[src/rtl/output_packer.sv]
// Packs narrow PE output elements LSB-first into SRAM-wide words and writes
// them to sequential output SRAM addresses, one output map per i_start.
module output_packer #(
  parameter int SRAM_DATA_WIDTH = 64,
  parameter int ADDR_WIDTH      = 8
) (
  input  logic                       i_clk,
  input  logic                       i_rst,
  input  logic                       i_reg_clear,
  input  logic [1:0]                 i_p_mode,
  input  logic                       i_start,
  input  logic [ADDR_WIDTH-1:0]      i_o_start_addr,
  input  logic [ADDR_WIDTH-1:0]      i_o_size,
  input  logic [7:0]                 i_data,
  input  logic                       i_valid,
  output logic                       o_ready,
  output logic                       o_write_en,
  output logic [ADDR_WIDTH-1:0]      o_write_addr,
  output logic [SRAM_DATA_WIDTH-1:0] o_data_out,
  output logic                       o_busy,
  output logic                       o_done
);

  localparam int SHAMT_W = $clog2(SRAM_DATA_WIDTH);
  localparam int LANE_W  = SHAMT_W - 1;
  localparam int CNT_W   = 2 * ADDR_WIDTH;

  typedef enum logic [1:0] {
    IDLE,
    ACTIVE,
    DONE
  } state_e;

  state_e                     state_q, state_d;
  logic [1:0]                 wsh_q, wsh_d;        // log2 of element width
  logic [ADDR_WIDTH-1:0]      addr_q, addr_d;
  logic [CNT_W-1:0]           total_q, total_d;
  logic [CNT_W-1:0]           count_q, count_d;
  logic [LANE_W-1:0]          lane_q, lane_d;
  logic [SRAM_DATA_WIDTH-1:0] shadow_q, shadow_d;
  logic                       wr_en_q, wr_en_d;
  logic [ADDR_WIDTH-1:0]      wr_addr_q, wr_addr_d;
  logic [SRAM_DATA_WIDTH-1:0] wr_data_q, wr_data_d;

  logic [7:0]                 elem;
  logic [SHAMT_W-1:0]         shamt;
  logic [SRAM_DATA_WIDTH-1:0] lane_bits;
  logic [LANE_W-1:0]          lane_max;
  logic [CNT_W-1:0]           size_ext;
  logic                       last_elem;
  logic                       word_done;

  always_comb begin
    elem = i_data;
    unique case (wsh_q)
      2'd2:    elem = {4'b0, i_data[3:0]};
      2'd1:    elem = {6'b0, i_data[1:0]};
      default: elem = i_data;
    endcase
    shamt     = SHAMT_W'(lane_q) << wsh_q;
    lane_bits = SRAM_DATA_WIDTH'(elem) << shamt;
    lane_max  = LANE_W'((SRAM_DATA_WIDTH >> wsh_q) - 1);
    size_ext  = CNT_W'(i_o_size);
    last_elem = (count_q + 1'b1) == total_q;
    word_done = (lane_q == lane_max) || last_elem;
  end

  always_comb begin
    state_d   = state_q;
    wsh_d     = wsh_q;
    addr_d    = addr_q;
    total_d   = total_q;
    count_d   = count_q;
    lane_d    = lane_q;
    shadow_d  = shadow_q;
    wr_en_d   = 1'b0;
    wr_addr_d = wr_addr_q;
    wr_data_d = wr_data_q;
    unique case (state_q)
      IDLE: begin
        if (i_start) begin
          unique case (i_p_mode)
            2'b01:   wsh_d = 2'd2;
            2'b10:   wsh_d = 2'd1;
            default: wsh_d = 2'd3;
          endcase
          addr_d   = i_o_start_addr;
          total_d  = size_ext * size_ext;
          count_d  = '0;
          lane_d   = '0;
          shadow_d = '0;
          state_d  = (i_o_size == '0) ? DONE : ACTIVE;
        end
      end
      ACTIVE: begin
        if (i_valid) begin
          count_d = count_q + 1'b1;
          if (word_done) begin
            wr_en_d   = 1'b1;
            wr_addr_d = addr_q;
            wr_data_d = shadow_q | lane_bits;
            addr_d    = addr_q + 1'b1;
            shadow_d  = '0;
            lane_d    = '0;
          end else begin
            shadow_d = shadow_q | lane_bits;
            lane_d   = lane_q + 1'b1;
          end
          if (last_elem) state_d = DONE;
        end
      end
      DONE:    state_d = IDLE;
      default: state_d = IDLE;
    endcase
  end

  // Abort and reset share one path: any pending write is dropped with the state.
  always_ff @(posedge i_clk) begin
    if (i_rst || i_reg_clear) begin
      state_q   <= IDLE;
      wsh_q     <= 2'd3;
      addr_q    <= '0;
      total_q   <= '0;
      count_q   <= '0;
      lane_q    <= '0;
      shadow_q  <= '0;
      wr_en_q   <= 1'b0;
      wr_addr_q <= '0;
      wr_data_q <= '0;
    end else begin
      state_q   <= state_d;
      wsh_q     <= wsh_d;
      addr_q    <= addr_d;
      total_q   <= total_d;
      count_q   <= count_d;
      lane_q    <= lane_d;
      shadow_q  <= shadow_d;
      wr_en_q   <= wr_en_d;
      wr_addr_q <= wr_addr_d;
      wr_data_q <= wr_data_d;
    end
  end

  assign o_ready      = (state_q == ACTIVE);
  assign o_busy       = (state_q != IDLE);
  assign o_done       = (state_q == DONE);
  assign o_write_en   = wr_en_q;
  assign o_write_addr = wr_addr_q;
  assign o_data_out   = wr_data_q;

endmodule

[config.mk]
export PLATFORM = sky130hd
export DESIGN_NAME = output_packer
export DESIGN_NICKNAME = d
export VERILOG_FILES = /design/src/rtl/output_packer.sv
export SDC_FILE = /design/constraint.sdc
export NUM_CORES = 1
export LEC_CHECK = 0
export CAP_MARGIN = 20
export CORE_UTILIZATION = 38
export CTS_BUF_LIST = sky130_fd_sc_hd__clkbuf_8
export CTS_CLUSTER_SIZE = 12
export DETAILED_ROUTE_END_ITERATION = 8
export SLEW_MARGIN = 20
export SYNTH_ARGS = -nofsm -noshare
export SYNTH_HDL_FRONTEND = slang
export SYNTH_SLANG_ARGS = --single-unit
[constraint.sdc]
create_clock -name i_clk -period 8.2 [get_ports i_clk]
set_clock_uncertainty 0.1 [all_clocks]
set_input_delay 1.23 -clock i_clk [delete_from_list [all_inputs] [get_ports i_clk]]
set_output_delay 1.23 -clock i_clk [all_outputs]
set_load 0.005 [all_outputs]
# Word-level counts from Yosys, hierarchy flattened
# Cells that the tools add are included.
# word_totals
inputBits,31
reg_bits,186
out_inout_bits,76
word_cells,68
# op_classes
addsub,4
bitwise,3
muxes,23
shift,3
eq_ne,12
multipliers,1
reduce_logical,12
# op_table
cell,n
64-bit two-way mux,3
64-bit one-hot mux with 2 select lines,1
64-bit bitwise OR,1
8-bit by 6-bit << shifter with 64-bit output,1
16-bit two-way mux,2
16-bit one-hot mux with 2 select lines,1
8-bit one-hot mux with 2 select lines,2
8-bit two-way mux,3
16-bit by 1-bit adder with 16-bit output (second input constant),1
16-bit equality test,1
8-bit by 8-bit multiplier with 16-bit output,1
5-bit two-way mux,3
5-bit one-hot mux with 2 select lines,1
3-bit AND reduction,3
8-bit by 1-bit adder with 8-bit output (second input constant),1
8-bit zero test,1
2-bit two-way mux,4
2-bit one-hot mux with 2 select lines,2
7-bit by 2-bit right shift with 5-bit output (first input constant),1
2-bit by 1-bit equality test with 1-bit output (second input constant),3
2-bit equality test (second input constant),3
5-bit by 2-bit << shifter with 6-bit output,1
5-bit by 1-bit adder with 5-bit output (second input constant),1
5-bit equality test,1
other kinds (11),16

# Depth between registers and ports, before layout
# depth
ltp_word,7
depth_mapped,19
ltp_nobuf,18

# Worst setup path before layout
# Ideal clock, no wire load.
# synth_timing
path_kind,input port to flip-flop
start,in i_o_size[7]
end,reg total_q[15]
arrival_ns,5.066
required_ns,8.030
setup_time_ns,0.070
path_stages,16
n_path_buf,1
slack_ns,2.964
cell_sequence,clkbuf_1 -> and2_1 -> xnor2_1 -> ha_1 -> a31oi_1 -> fa_1 -> fa_1 -> fa_1 -> inv_1 -> ha_1 -> nor3_1 -> or4_1 -> a31oi_1 -> xnor2_1 -> nand2_1 -> a21oi_1
# synth_between
elab_chain_cells,1
# synth_lines
item,line,source
"start, declared",13,"input logic [ADDR_WIDTH-1:0] i_o_size,"
8-bit by 8-bit multiplier with 16-bit output,88,total_d = size_ext * size_ext;
"end signal, assigned",134,total_q <= total_d;
"end, declared",37,"logic [CNT_W-1:0] total_q, total_d;"
# No other way between the ends.
# A chain may end at the register's enable or synchronous reset.

# Final worst setup path
# layout_timing
start,in i_o_size[6]
end,reg total_q[14]
# Same word-level chain as after synthesis.

==> load_flow_metrics.sql <==
INSERT INTO impl_metrics (metric_group, metric, value, unit) VALUES
('synthesis', 'yosysMostFrequentCell', 'sky130_fd_sc_hd__dfxtp_1', ''),
('layout', 'area_growth', '15.9', '%'),
('place', 'preCtsSetupSlack', '2.09', 'ns'),
('synthesis', 'simple_gate_portion_of_the_synthesized_area', '0.167', ''),
('synthesis', 'synth_nets', '1301', ''),
('layout', 'num_antenna_cells', '0', ''),
('timing', 'rsz_0062_raised_after_global_routing', 'no', ''),
('layout', 'finish.net_count', '1353', ''),
('floorplan', 'fp.dieArea', '0.0278', 'mm²'),
('worst_setup_path', 'timing.critical_path.arrival', '5.94', 'ns'),
('cts', 'cts_htree_levels', '4', ''),
('worst_setup_path', 'endpoint_kind', 'flop', ''),
('cts', 'cts_tree', 'yes', ''),
('cts', 'cts.hold.buffers_added', '0', ''),
('route', 'remaining_drcs', '0', ''),
('synthesis', 'synth_edf_count', '0', ''),
('place', 'portBuffers', '106', ''),
('layout', 'layout.cells.non_filler', '1612', ''),
('route', 'routed-via-count', '9004', ''),
('route', 'routed_wl', '28.8', 'mm'),
('worst_setup_path', 'setup.worst_path.class', 'input pin to flop', ''),
('power_and_ir_drop', 'pleak', '4.42', 'nW'),
('power_and_ir_drop', 'cellInternalPower', '0.00141', 'W'),
('place', 'place.detailed.hpwl', '20.6', 'mm'),
('power_and_ir_drop', 'power.switching_fraction', '0.306', ''),
('cts', 'tritoncts_num_sinks', '185', ''),
('synthesis', 'synth.avg_cell_area', '8.50', 'µm²'),
('route', 'avgRoutedWirePerCell', '17.9', 'µm'),
('floorplan', 'fp.dieH', '167', 'µm'),
('synthesis', 'ys.warnings.count', '0', ''),
('grt', 'grt-ovfl-total', '0', ''),
('outcome', 'status', 'finished, final reports clean', ''),
('floorplan', 'floorplan.io_pins', '107', ''),
('power_and_ir_drop', 'p_switching', '0.000619', 'W'),
('synthesis', 'synth-async-reset-ratio', '0', ''),
('timing', 'timing_worst_slew_pin_value', '1.08', 'ns'),
('min_path', 'min-delay-path-class', 'flop to flop', ''),
('place', 'globalplace.congestion', '0.904', ''),
('worst_setup_path', 'cp.required', '8.51', 'ns'),
('min_path', 'worstHoldPathCells', '2', ''),
('timing', 'final_critical_path_setup_slack', '2.57', 'ns'),
('cts', 'clkTransAtPathRegs', '0.10', 'ns'),
('worst_setup_path', 'reg2regPathDepth', '10', ''),
('place', 'dp_cells', '1581', ''),
('timing', 'timing.slew.headroom', '0.275', ''),
('power_and_ir_drop', 'clock_power_share', '0.324', ''),
('worst_setup_path', 'startpoint_type', 'input pin', ''),
('route', 'via_per_inst', '5.59', ''),
('synthesis', 'synth_area_leader_cell', 'sky130_fd_sc_hd__dfxtp_1', ''),
('job', 'max_cap_viol_count', '0', ''),
('cts', 'clock_latency', '0.47', 'ns'),
('grt', 'number_of_antenna_violations_at_the_first_check_in_global_routing', '0', ''),
('timing', 'final_period_minus_worst_setup_slack', '5.63', 'ns'),
('synthesis', 'synthMuxAreaShare', '0.0475', ''),
('timing', 'final_max_tran_viols', '0', ''),
('timing', 'period_share', '0.687', ''),
('route', 'drtIter0Drc', '756', ''),
('synthesis', 'post_synthesis_sequential_area_ratio', '0.359', ''),
('timing', 'timing.final.hold_violations', '0', ''),
('synthesis', 'syn-instance-count', '1213', ''),
('grt', 'grt_usage', '0.209', ''),
('cts', 'clock_tree.root_cell', 'sky130_fd_sc_hd__clkbuf_8', ''),
('cts', 'cts_setup_buffers', '0', ''),
('synthesis', 'synth_compound_gate_area_share', '0.250', ''),
('synthesis', 'post_synth_main_area_contributors', 'sky130_fd_sc_hd__dfxtp_1 (36%), sky130_fd_sc_hd__a21oi_1 (6.6%), sky130_fd_sc_hd__nand2_1 (5.4%), sky130_fd_sc_hd__fa_1 (4.5%), sky130_fd_sc_hd__ha_1 (4.1%)', ''),
('route', 'ant_nets', '0', ''),
('grt', 'largest_net_degree_at_the_start_of_global_routing', '65', ''),
('synthesis', 'most_numerous_cell_types_in_the_synthesized_netlist', 'sky130_fd_sc_hd__dfxtp_1 (185), sky130_fd_sc_hd__nand2_1 (148), sky130_fd_sc_hd__a21oi_1 (136)', ''),
('timing', 'setup_viol', '0', ''),
('layout', 'drive_above_1_share', '0.0689', ''),
('synthesis', 'synth-adder-area-share', '0.0859', '');
-- through the flow --
stage               hold slack [ns]  area, µm²  utilization  power (W)
floorplan                     0.320      10300            -    0.00128
global placement              0.332      11500        0.437    0.00139
detailed placement            0.346      11500        0.438    0.00139
CTS                           0.368      12000        0.454    0.00205
global route                  0.383      12000        0.454    0.00214
finish                        0.362      12000        0.454    0.00203
-- placed cells by master, fill, tap and decap left out, types with 6 or more instances in the layout --
cell and instances:
sky130_fd_sc_hd__dfxtp_1 185, sky130_fd_sc_hd__nand2_1 148, sky130_fd_sc_hd__a21oi_1 136, sky130_fd_sc_hd__clkdlybuf4s50_1 106
sky130_fd_sc_hd__nor2_1 81, sky130_fd_sc_hd__o21ai_0 55, sky130_fd_sc_hd__inv_1 51, sky130_fd_sc_hd__a211oi_1 42
sky130_fd_sc_hd__ha_1 34, sky130_fd_sc_hd__mux2i_1 31, sky130_fd_sc_hd__xnor2_1 29, sky130_fd_sc_hd__nand3_1 29
sky130_fd_sc_hd__fa_1 23, sky130_fd_sc_hd__and2_1 22, sky130_fd_sc_hd__o2bb2ai_1 22, sky130_fd_sc_hd__a22o_1 20
sky130_fd_sc_hd__clkbuf_8 18, sky130_fd_sc_hd__nor3_1 14, sky130_fd_sc_hd__and3_1 13, sky130_fd_sc_hd__xor2_1 13
sky130_fd_sc_hd__a31oi_1 11, sky130_fd_sc_hd__a21o_1 11, sky130_fd_sc_hd__mux2_2 10, sky130_fd_sc_hd__a211oi_2 10
sky130_fd_sc_hd__buf_4 10, sky130_fd_sc_hd__nand4_1 8, sky130_fd_sc_hd__a32o_1 8, sky130_fd_sc_hd__nand2b_1 7
sky130_fd_sc_hd__a221oi_1 7, sky130_fd_sc_hd__o21a_1 6, sky130_fd_sc_hd__nor4_1 6, sky130_fd_sc_hd__a22oi_1 6
-- metal layers --
layer	track usage	routed length [µm]	vias up	share of wire
met5	0	0	-	0
met4	0.0539	342	0	0.012
met3	0.0323	1350	21	0.047
met2	0.330	13300	224	0.46
met1	0.295	13900	4302	0.48
li1	-	-	4457	-
-- cell type report --
cell class              instances  area [µm²]  area share
clock inverters                13         166      0.0139
clock buffers                  18         248      0.0207
well taps                     335         419      0.0350
repair buffers                117        1160      0.0973
flip-flops and latches        185        3700       0.310
multi-input cells             892        6060       0.507
inverters                      52         195      0.0163
-- worst max-delay path, cell delays in order --
cell and delay, ns:
sky130_fd_sc_hd__clkdlybuf4s50_1 0.69, sky130_fd_sc_hd__nand2_1 0.16, sky130_fd_sc_hd__xnor2_1 0.20, sky130_fd_sc_hd__ha_1 0.21, sky130_fd_sc_hd__a31oi_1 0.21, sky130_fd_sc_hd__fa_1 0.49, sky130_fd_sc_hd__fa_1 0.52, sky130_fd_sc_hd__fa_1 0.54
sky130_fd_sc_hd__inv_1 0.04, sky130_fd_sc_hd__ha_1 0.24, sky130_fd_sc_hd__a2111oi_0 0.62, sky130_fd_sc_hd__o31ai_1 0.22, sky130_fd_sc_hd__o211ai_1 0.23, sky130_fd_sc_hd__xnor2_1 0.14, sky130_fd_sc_hd__nand2_1 0.07, sky130_fd_sc_hd__a21oi_1 0.14
-- sequential cells by signal, summed over array words and instances, names as in the netlist --
| name | flops |
|---|---|
| o_write_addr | 8 |
| lane_q | 5 |
| count_q | 16 |
| o_write_en | 1 |
| state_q | 2 |
| addr_q | 8 |
| total_q | 15 |
| shadow_q | 64 |
| wsh_q | 2 |
| o_data_out | 64 |
-- power groups by stage --
stage          sequential (W)  clock (W)  combinational [W]
6_report             0.000921   0.000656           0.000448
5_1_grt              0.000923   0.000703           0.000511
4_1_cts              0.000921   0.000672           0.000452
3_5_place_dp         0.000942          0           0.000449
3_3_place_gp         0.000942          0           0.000445
2_1_floorplan        0.000937          0           0.000347
-- cell families after synthesis --
logic type,count (synthesis)
buf+inv,136
mux,45
flops,185
simple gates,364
compound gates,384
xor+xnor,42
fa+ha+maj,57
-- final timing paths --
path | start | endpoint | slack [ns]
worst max register to register | count_q[0]$_SDFFE_PP0P_ | o_data_out[49]$_SDFFE_PP0P_ | 4.02
worst min-delay path | o_write_addr[6]$_SDFFE_PP0P_ | o_write_addr[6]$_SDFFE_PP0P_ | 0.36
worst max-delay path | i_o_size[6] | total_q[14]$_SDFFE_PP0P_ | 2.57
worst min register to register | o_write_addr[6]$_SDFFE_PP0P_ | o_write_addr[6]$_SDFFE_PP0P_ | 0.36
Note: power is estimated with default switching activity, not from simulation.
